==> config.mk <==
export PLATFORM = sky130hd
export DESIGN_NAME = rfsoc_dm_cmd_seq
export DESIGN_NICKNAME = d
export VERILOG_FILES = /design/src/rtl/rfsoc_dm_cmd_seq.sv
export SDC_FILE = /design/constraint.sdc
export NUM_CORES = 1
export LEC_CHECK = 0
export CAP_MARGIN = 20
export CORE_AREA = 2 2 159 115
export CTS_CLUSTER_DIAMETER = 60
export DETAILED_ROUTE_END_ITERATION = 16
export DIE_AREA = 0 0 161 117
export PLACE_DENSITY = 0.77
export SYNTH_ARGS = -nofsm -noshare
export SYNTH_HDL_FRONTEND = slang
export SYNTH_SLANG_ARGS = --single-unit
==> constraint.sdc <==
create_clock -name clk -period 4.75 [get_ports clk]
set_input_delay 0.7125 -clock clk [delete_from_list [all_inputs] [get_ports clk]]
set_output_delay 0.7125 -clock clk [all_outputs]
set_load 0.03 [all_outputs]
==> src/rtl/rfsoc_dm_cmd_seq.sv <==
// rfsoc_dm_cmd_seq
// Splits a programmed capture/playback region into chunk-sized AXI DataMover
// commands. It limits how many commands may be in flight, consumes the status
// stream, and reports progress, completion and errors to the register block.
module rfsoc_dm_cmd_seq #(
   parameter int unsigned CHUNK_BYTES     = 32'h0010_0000,
   parameter int unsigned MAX_OUTSTANDING = 4
) (
   input  logic        clk,
   input  logic        rstb,
   input  logic        soft_reset,
   input  logic        start,
   input  logic [31:0] start_addr,
   input  logic [31:0] cap_size,
   output logic        cmd_tvalid,
   input  logic        cmd_tready,
   output logic [71:0] cmd_tdata,
   input  logic        sts_tvalid,
   output logic        sts_tready,
   input  logic [7:0]  sts_tdata,
   output logic        busy,
   output logic        done,
   output logic        err,
   output logic        err_sticky,
   output logic [31:0] current_addr,
   output logic [15:0] run_cycles,
   output logic [7:0]  last_status
);

   typedef enum logic [1:0] {IDLE = 2'd0, ISSUE = 2'd1, DRAIN = 2'd2, DONE = 2'd3} state_t;

   localparam logic [31:0] CHUNK  = 32'(CHUNK_BYTES);
   localparam logic [3:0]  MAX_OS = 4'(MAX_OUTSTANDING);

   state_t      state;
   logic        start_q;
   logic [31:0] remaining;
   logic [3:0]  outstanding;
   logic [3:0]  tag;

   logic        start_rise;
   logic        last_chunk;
   logic        cmd_hs;
   logic        sts_bad;
   logic        first_bad;
   logic [22:0] btt;
   logic [31:0] btt_ext;
   logic [31:0] remaining_next;
   logic [3:0]  outstanding_next;

   assign sts_tready = 1'b1;
   assign start_rise = start & ~start_q;

   // The final chunk is whatever is left once it fits in one command.
   assign last_chunk = (remaining <= CHUNK);
   assign btt        = last_chunk ? remaining[22:0] : CHUNK[22:0];
   assign btt_ext    = {9'd0, btt};

   // Command fields all come from registers, so they hold while stalled.
   assign cmd_tdata  = {4'd0, tag, current_addr, 1'b0, last_chunk, 6'd0, 1'b1, btt};

   // soft_reset also resets the DataMover, so valid may drop at once.
   assign cmd_tvalid = (state == ISSUE) && (remaining != 32'd0) &&
                       (outstanding < MAX_OS) && !soft_reset;
   assign cmd_hs     = cmd_tvalid & cmd_tready;

   assign remaining_next = cmd_hs ? (remaining - btt_ext) : remaining;

   // Bad when OKAY is clear or any of SLVERR/DECERR/INTERR is set.
   assign sts_bad   = ~sts_tdata[7] | (|sts_tdata[6:4]);
   assign first_bad = sts_tvalid & sts_bad & busy & ~err_sticky;

   // In-flight count: accept and status together cancel; never underflow.
   always_comb begin
      outstanding_next = outstanding;
      if (cmd_hs && !sts_tvalid) begin
         outstanding_next = outstanding + 4'd1;
      end else if (!cmd_hs && sts_tvalid && outstanding != 4'd0) begin
         outstanding_next = outstanding - 4'd1;
      end
   end

   // Sequencer FSM with all reported status held in registers.
   always_ff @(posedge clk or negedge rstb) begin
      if (!rstb) begin
         state        <= IDLE;
         start_q      <= 1'b0;
         remaining    <= 32'd0;
         outstanding  <= 4'd0;
         tag          <= 4'd0;
         busy         <= 1'b0;
         done         <= 1'b0;
         err          <= 1'b0;
         err_sticky   <= 1'b0;
         current_addr <= 32'd0;
         run_cycles   <= 16'd0;
         last_status  <= 8'd0;
      end else if (soft_reset) begin
         state        <= IDLE;
         start_q      <= 1'b0;
         remaining    <= 32'd0;
         outstanding  <= 4'd0;
         tag          <= 4'd0;
         busy         <= 1'b0;
         done         <= 1'b0;
         err          <= 1'b0;
         err_sticky   <= 1'b0;
         current_addr <= 32'd0;
         run_cycles   <= 16'd0;
         last_status  <= 8'd0;
      end else begin
         start_q     <= start;
         err         <= first_bad;
         outstanding <= outstanding_next;
         if (sts_tvalid) begin
            last_status <= sts_tdata;
         end
         if (first_bad) begin
            err_sticky <= 1'b1;
         end
         if (busy && run_cycles != 16'hFFFF) begin
            run_cycles <= run_cycles + 16'd1;
         end
         if (cmd_hs) begin
            current_addr <= current_addr + btt_ext;
            remaining    <= remaining_next;
            tag          <= tag + 4'd1;
         end
         case (state)
            IDLE: begin
               if (start_rise) begin
                  current_addr <= start_addr;
                  remaining    <= cap_size;
                  tag          <= 4'd0;
                  err_sticky   <= 1'b0;
                  run_cycles   <= 16'd0;
                  if (cap_size != 32'd0) begin
                     state <= ISSUE;
                     busy  <= 1'b1;
                     done  <= 1'b0;
                  end else begin
                     state <= DONE;
                     done  <= 1'b1;
                  end
               end
            end
            ISSUE: begin
               if (first_bad || (cmd_hs && remaining_next == 32'd0)) begin
                  if (outstanding_next == 4'd0) begin
                     state <= DONE;
                     busy  <= 1'b0;
                     done  <= 1'b1;
                  end else begin
                     state <= DRAIN;
                  end
               end
            end
            DRAIN: begin
               if (outstanding_next == 4'd0) begin
                  state <= DONE;
                  busy  <= 1'b0;
                  done  <= 1'b1;
               end
            end
            default: begin
               state <= IDLE;
            end
         endcase
      end
   end

endmodule

### Word-level counts from Yosys, hierarchy flattened

Cells that the tools add are included.

* add/subtract/negate cells: 6
* $lt $le $gt $ge: 2
* equality and inequality tests: 7
* multiplexer cells: 48
* bitwise gates (word level): 9
* reductions and logical operators: 24

Operator list (count)
* two-way mux 32 bit: 9
* two-way mux 16 bit: 4
* nonzero test 32 bit: 2
* adder 32 x 23 -> 32 bit: 1
* <= comparator 32 x 21 -> 1 bit (second input constant): 1
* logical NOT 32 bit: 1
* subtractor 32 x 23 -> 32 bit: 1
* two-way mux 4 bit: 7
* two-way mux 23 bit: 1
* two-way mux 1 bit: 17
* adder 16 x 1 -> 16 bit (second input constant): 1
* two-way mux 8 bit: 2
* != test 16 bit (second input constant): 1
* two-way mux 2 bit: 5
* != test 3 bit (second input constant): 3
* adder 4 x 1 -> 4 bit (second input constant): 2
* logical AND 1 bit: 8
* nonzero test 4 bit: 2
* one-hot mux 1 bit (3 select lines): 2
* one-hot mux 2 bit (3 select lines): 1
* AND reduction 3 bit: 2
* bitwise AND 1 bit: 5
* logical NOT 4 bit: 1
* < comparator 4 x 3 -> 1 bit (second input constant): 1
* other kinds (12): 16

* register bits: 103
* bits of input ports: 78
* output and inout bits: 134
* logic and storage cells: 108

### Depth between registers and ports, before layout

Gate-level depths: netlist of run 1.

* depth after elaboration: 15
* depth in mapped cells: 19
* gate-level depth less buffers: 17

### Worst setup path after synthesis of run 1

Ideal clock, no wire load.

* kind: flip-flop to flip-flop
* start point: register remaining[11]
* end point: register current_addr[26]
* arrival: 5149 ps
* required time: 4656 ps
* path slack: -493 ps
* cell stages (with the launch flop): 20
* buffers on the path: 3
* path through: dfrtp_1 -> or4_4 -> nor4_4 -> nand2_1 -> a21o_1 -> clkbuf_1 -> inv_1 -> clkbuf_1 -> clkbuf_1 -> and2_1 -> fa_1 -> a21oi_1 -> nand4b_1 -> a21oi_1 -> o21ai_0 -> o311ai_0 -> a31oi_1 -> nor3b_1 -> xnor2_1 -> a211oi_1

RTL lines
* from (decl): line 37 `logic [31:0] remaining;`
* from (signal assigned): line 126 `remaining <= remaining_next;`
* from (signal assigned): line 133 `remaining <= cap_size;`
* <= comparator 32 x 21 -> 1 bit (*): line 55 `assign last_chunk = (remaining <= CHUNK);`
* net last_chunk: line 42 `logic last_chunk;`
* two-way mux 23 bit (*): line 56 `assign btt = last_chunk ? remaining[22:0] : CHUNK[22:0];`
* net cmd_tdata[1]: line 17 `output logic [71:0] cmd_tdata,`
* adder 32 x 23 -> 32 bit (*): line 125 `current_addr <= current_addr + btt_ext;`
* two-way mux 32 bit (*): line 124 `if (cmd_hs) begin`
* two-way mux 32 bit: line 131 `if (start_rise) begin`
* two-way mux 32 bit (*): line 129 `case (state)`
* two-way mux 32 bit (*): line 98 `end else if (soft_reset) begin`
* to (signal assigned): line 125
* to (signal assigned): line 132 `current_addr <= start_addr;`
* to (decl): line 25 `output logic [31:0] current_addr,`

Mark *: on every way through the listed nets, which the timed path passes. The rest lies on a longest branch.
A chain may end at the register's enable or synchronous reset.

### Final worst setup path of run 1

* start point: register remaining[10]
* end point: register current_addr[24]

* cells in the longest elaborated chain, start to end: 9

Ends and longest elaborated chain (line)
* parallel branches: the longest is 5 deep, another holds <= comparator 32 x 21 -> 1 bit
* two-way mux 32 bit (*): 124
* two-way mux 32 bit: 131
* two-way mux 32 bit (*): 129
* two-way mux 32 bit (*): 98

Mark *: on every way between the ends.

==> reports/metrics.csv, run 1 <==
stage;metric;value;unit
logic_synthesis;largest area contributor in the netlist;dfrtp_1;
sta;final setup TNS;0;ps
critical_path;Largest delay share family, worst path;simple AND/OR/NAND/NOR gates;
power;leak pwr;4.18;nW
floorplan;core area;17400;sq um
finish;commonest cells after routing, fill and taps aside;clkdlybuf4s50_1, nor2_1, dfrtp_1, nand2_1, a21oi_1;
critical_path;crit path launch;remaining[10]$_DFF_PN0_;
placement;IO Port Bufs;196;
power;Clk pwr share;17.0;%
critical_path;Worst R2R Path Depth;17;
power;Pint;0.00231;W
sta;Slew HR;34.8;%
clock_tree;CTS Hold Bufs;0;
critical_path;Crit. End Element;register;
sta;setup violators final;0;
power;Tot Pwr;0.00428;W
power;Comb pwr share;53.6;%
logic_synthesis;top-area cell type share of the netlist area;34.4;%
power;worst IR drop on VDD;0.000217;V
sta;RSZ-0062 raised after global routing;no;
job;# Max-Cap Violations;0;
sta;crit share post-route;93.1;%
route;Post-route DRC;0;
critical_path;reg-to-reg endpoint;current_addr[24]$_DFF_PN0_;
clock_tree;post_cts resized;0;
clock_tree;CTS tree;yes;
power;Net Sw Power;0.00197;W
power;PwrDens;438;nW/um^2
logic_synthesis;Distinct cells, synth;66;
logic_synthesis;yosys warns;0;
route;vias;7331;
logic_synthesis;asr flop ratio synth;100;%
critical_path;RR Startpoint;remaining[10]$_DFF_PN0_;
global_routing;gr usage total;25.0;%
floorplan;num rows;41;
sta;final hold viol count;0;
route;Initial DRT Pass Iterations;7;
logic_synthesis;main flop type after synthesis;dfrtp_1;
global_routing;first-pass GRT wire length;37.2;mm
critical_path;startpoint types;register;
route;DR vias/cell;5.67;
global_routing;largest net degree at the start of global routing;72;
outcome;status;finished, final reports clean;
route;number of nets still failing antenna checks after routing;0;
clock_tree;root buf cell;clkbuf_16;
power;Sw Share;46.1;%
global_routing;initial antenna violation count;0;
finish;Fill cells;1598;
floorplan;Die Height;117;um
global_routing;vias in the first global route;6646;
clock_tree;clock latency on the worst-skew pair;360;ps
critical_path;CP Class;reg -> reg;
floorplan;Die W;161;um
critical_path;cell chain of the critical path;or4_4, nor4_4, nand2_1, a21o_1, inv_2, and2_2, ha_1, fa_1, a21oi_1, nand4b_1, a21oi_1, o21ai_0, o311ai_2, a31oi_2, nor3b_1, xnor2_1, a211oi_1;
placement;Detail Placement HPWL;17.7;mm
clock_tree;postcts setup bufs;0;
sta;hold slack;462;ps
route;Iter 0 DRT Violations;791;
finish;layout cells sized above 1;6.05;%
floorplan;Die ar.;18800;sq um
logic_synthesis;number of flops mapped to enable cells by yosys;0;
global_routing;Overflow after GRT;0;
placement;pre-CTS WS;242;ps
critical_path;Slowest-stage cell, CP;or4_4;
sta;Max Slew Vio Count;0;
sta;actual slew at the worst max-slew pin;968;ps
power;sequential share of power;29.4;%
hold_path;hold crit path type;in -> async;
sta;clk_skew;11.5;ps
critical_path;R2R setup slack;330;ps
logic_synthesis;sequential area share after synthesis;34.4;%
floorplan;I/O Pins;212;
sta;Fmax;0.226;GHz
route;wirelength, routed;23.4;mm
clock_tree;htree depth;3;
finish;fin nets;1163;
critical_path;Worst Path Arrival;4700;ps
critical_path;CP max FO;10;
sta;Final min period;4420;ps
critical_path;stages on the worst setup path;17;
logic_synthesis;mapped cell area;7490;sq um
logic_synthesis;Cells after Synth;900;
clock_tree;CTS buffer count;9;
critical_path;Worst EP required;5020;ps
clock_tree;Worst-path clk slew;80;ps
critical_path;CP Buf/Inv Count;1;
logic_synthesis;Syn Area/Cell;8.32;sq um
floorplan;starting density of the core;42.9;%
placement;Routability Congestion;0.986;
logic_synthesis;FF+latch count, synth;103;
finish;Post-Route Utilization;55.9;%
critical_path;Crit path largest cell delay;590;ps
sta;final setup margin;325;ps
clock_tree;clock sinks;103;
critical_path;Worst path most repeated cell;a21oi_1;
finish;commonest non-fill, non-tap cell in the layout;clkdlybuf4s50_1;
logic_synthesis;most area-consuming cells after synthesis;dfrtp_1, ha_1, nor2_1, nand2_1, buf_4;
route;post-DR wirelength/cell;18.0;um
clock_tree;Clock Path Buffers;2;
finish;area grow syn2layout;30.3;%
## routing by layer
layer	vias to the layer above	wire length [um]	track usage (%)
li1	3480	-	-
met1	3473	10900	37.4
met2	352	10000	37.3
met3	26	2060	5.18
met4	0	308	5.60
met5	-	0	0.253
## logic make-up after synthesis
family          synth area share [%]
other cells                    0.100
fa+ha+maj                       5.61
compound gates                  18.2
xor+xnor                        6.43
buf+inv                         7.77
mux                             2.44
simple gates                    25.0
flops                           34.4
## registers in the layout (all words and copies together) (netlist names)
name / flops
current_addr: 32
remaining: 32
run_cycles: 16
last_status: 8
outstanding: 4
tag: 4
state: 2
busy: 1
done: 1
err: 1
err_sticky: 1
start_q: 1
## power by group through the flow
stage / Sequential, W / Combinational, W / Clock [W]
after floorplan: 0.00135 / 0.00144 / 0
after global placement: 0.00126 / 0.00224 / 0
after detailed placement: 0.00127 / 0.00225 / 0
after CTS: 0.00125 / 0.00227 / 0.000741
after global routing: 0.00128 / 0.00248 / 0.000771
final: 0.00126 / 0.00229 / 0.000727
## final cells by class
cell class,count,area (sq um),area share (%)
repair buffers,215,2100,21.5
flip-flops and latches,103,2580,26.4
diodes,1,2.50,0.0257
multi-input cells,706,4440,45.5
clock buffers,9,225,2.31
well taps,236,295,3.03
inverters,17,63.8,0.654
clock inverters,7,55.1,0.564
## Yosys cell counts, types with 21 or more instances
| library cell | number |
|---|---|
| xor2_1 | 27 |
| nand3_1 | 39 |
| clkbuf_1 | 34 |
| xnor2_1 | 28 |
| dfrtp_1 | 103 |
| nand2_1 | 102 |
| a211oi_1 | 27 |
| a21o_1 | 21 |
| buf_4 | 48 |
| o21ai_0 | 26 |
| ha_1 | 32 |
| nor2_1 | 106 |
| and2_1 | 25 |
| a21oi_1 | 61 |
## worst max-delay path by stage
stage,slack [ps],to
after floorplan,10,current_addr[31]$_DFF_PN0_
after global placement,400,current_addr[26]$_DFF_PN0_
after detailed placement,240,current_addr[26]$_DFF_PN0_
after CTS,220,current_addr[26]$_DFF_PN0_
after global routing,10,current_addr[20]$_DFF_PN0_
final,330,current_addr[24]$_DFF_PN0_
## metrics by stage
stage / area (sq um) / instances
after global placement: 9460 / 1277
after floorplan: 7570 / 916
final: 9750 / 1294
after detailed placement: 9460 / 1277
after CTS: 9740 / 1293
after global routing: 9750 / 1293
Note: power is estimated with default switching activity, not from simulation.
==> run 2, diff against run 1 <==
- CTS_CLUSTER_SIZE: not set -> 40
- SKIP_LAST_GASP: not set -> 1
==> results of run 2 <==
Same layout as run 1: the final DEF is identical, and so are final timing and power.
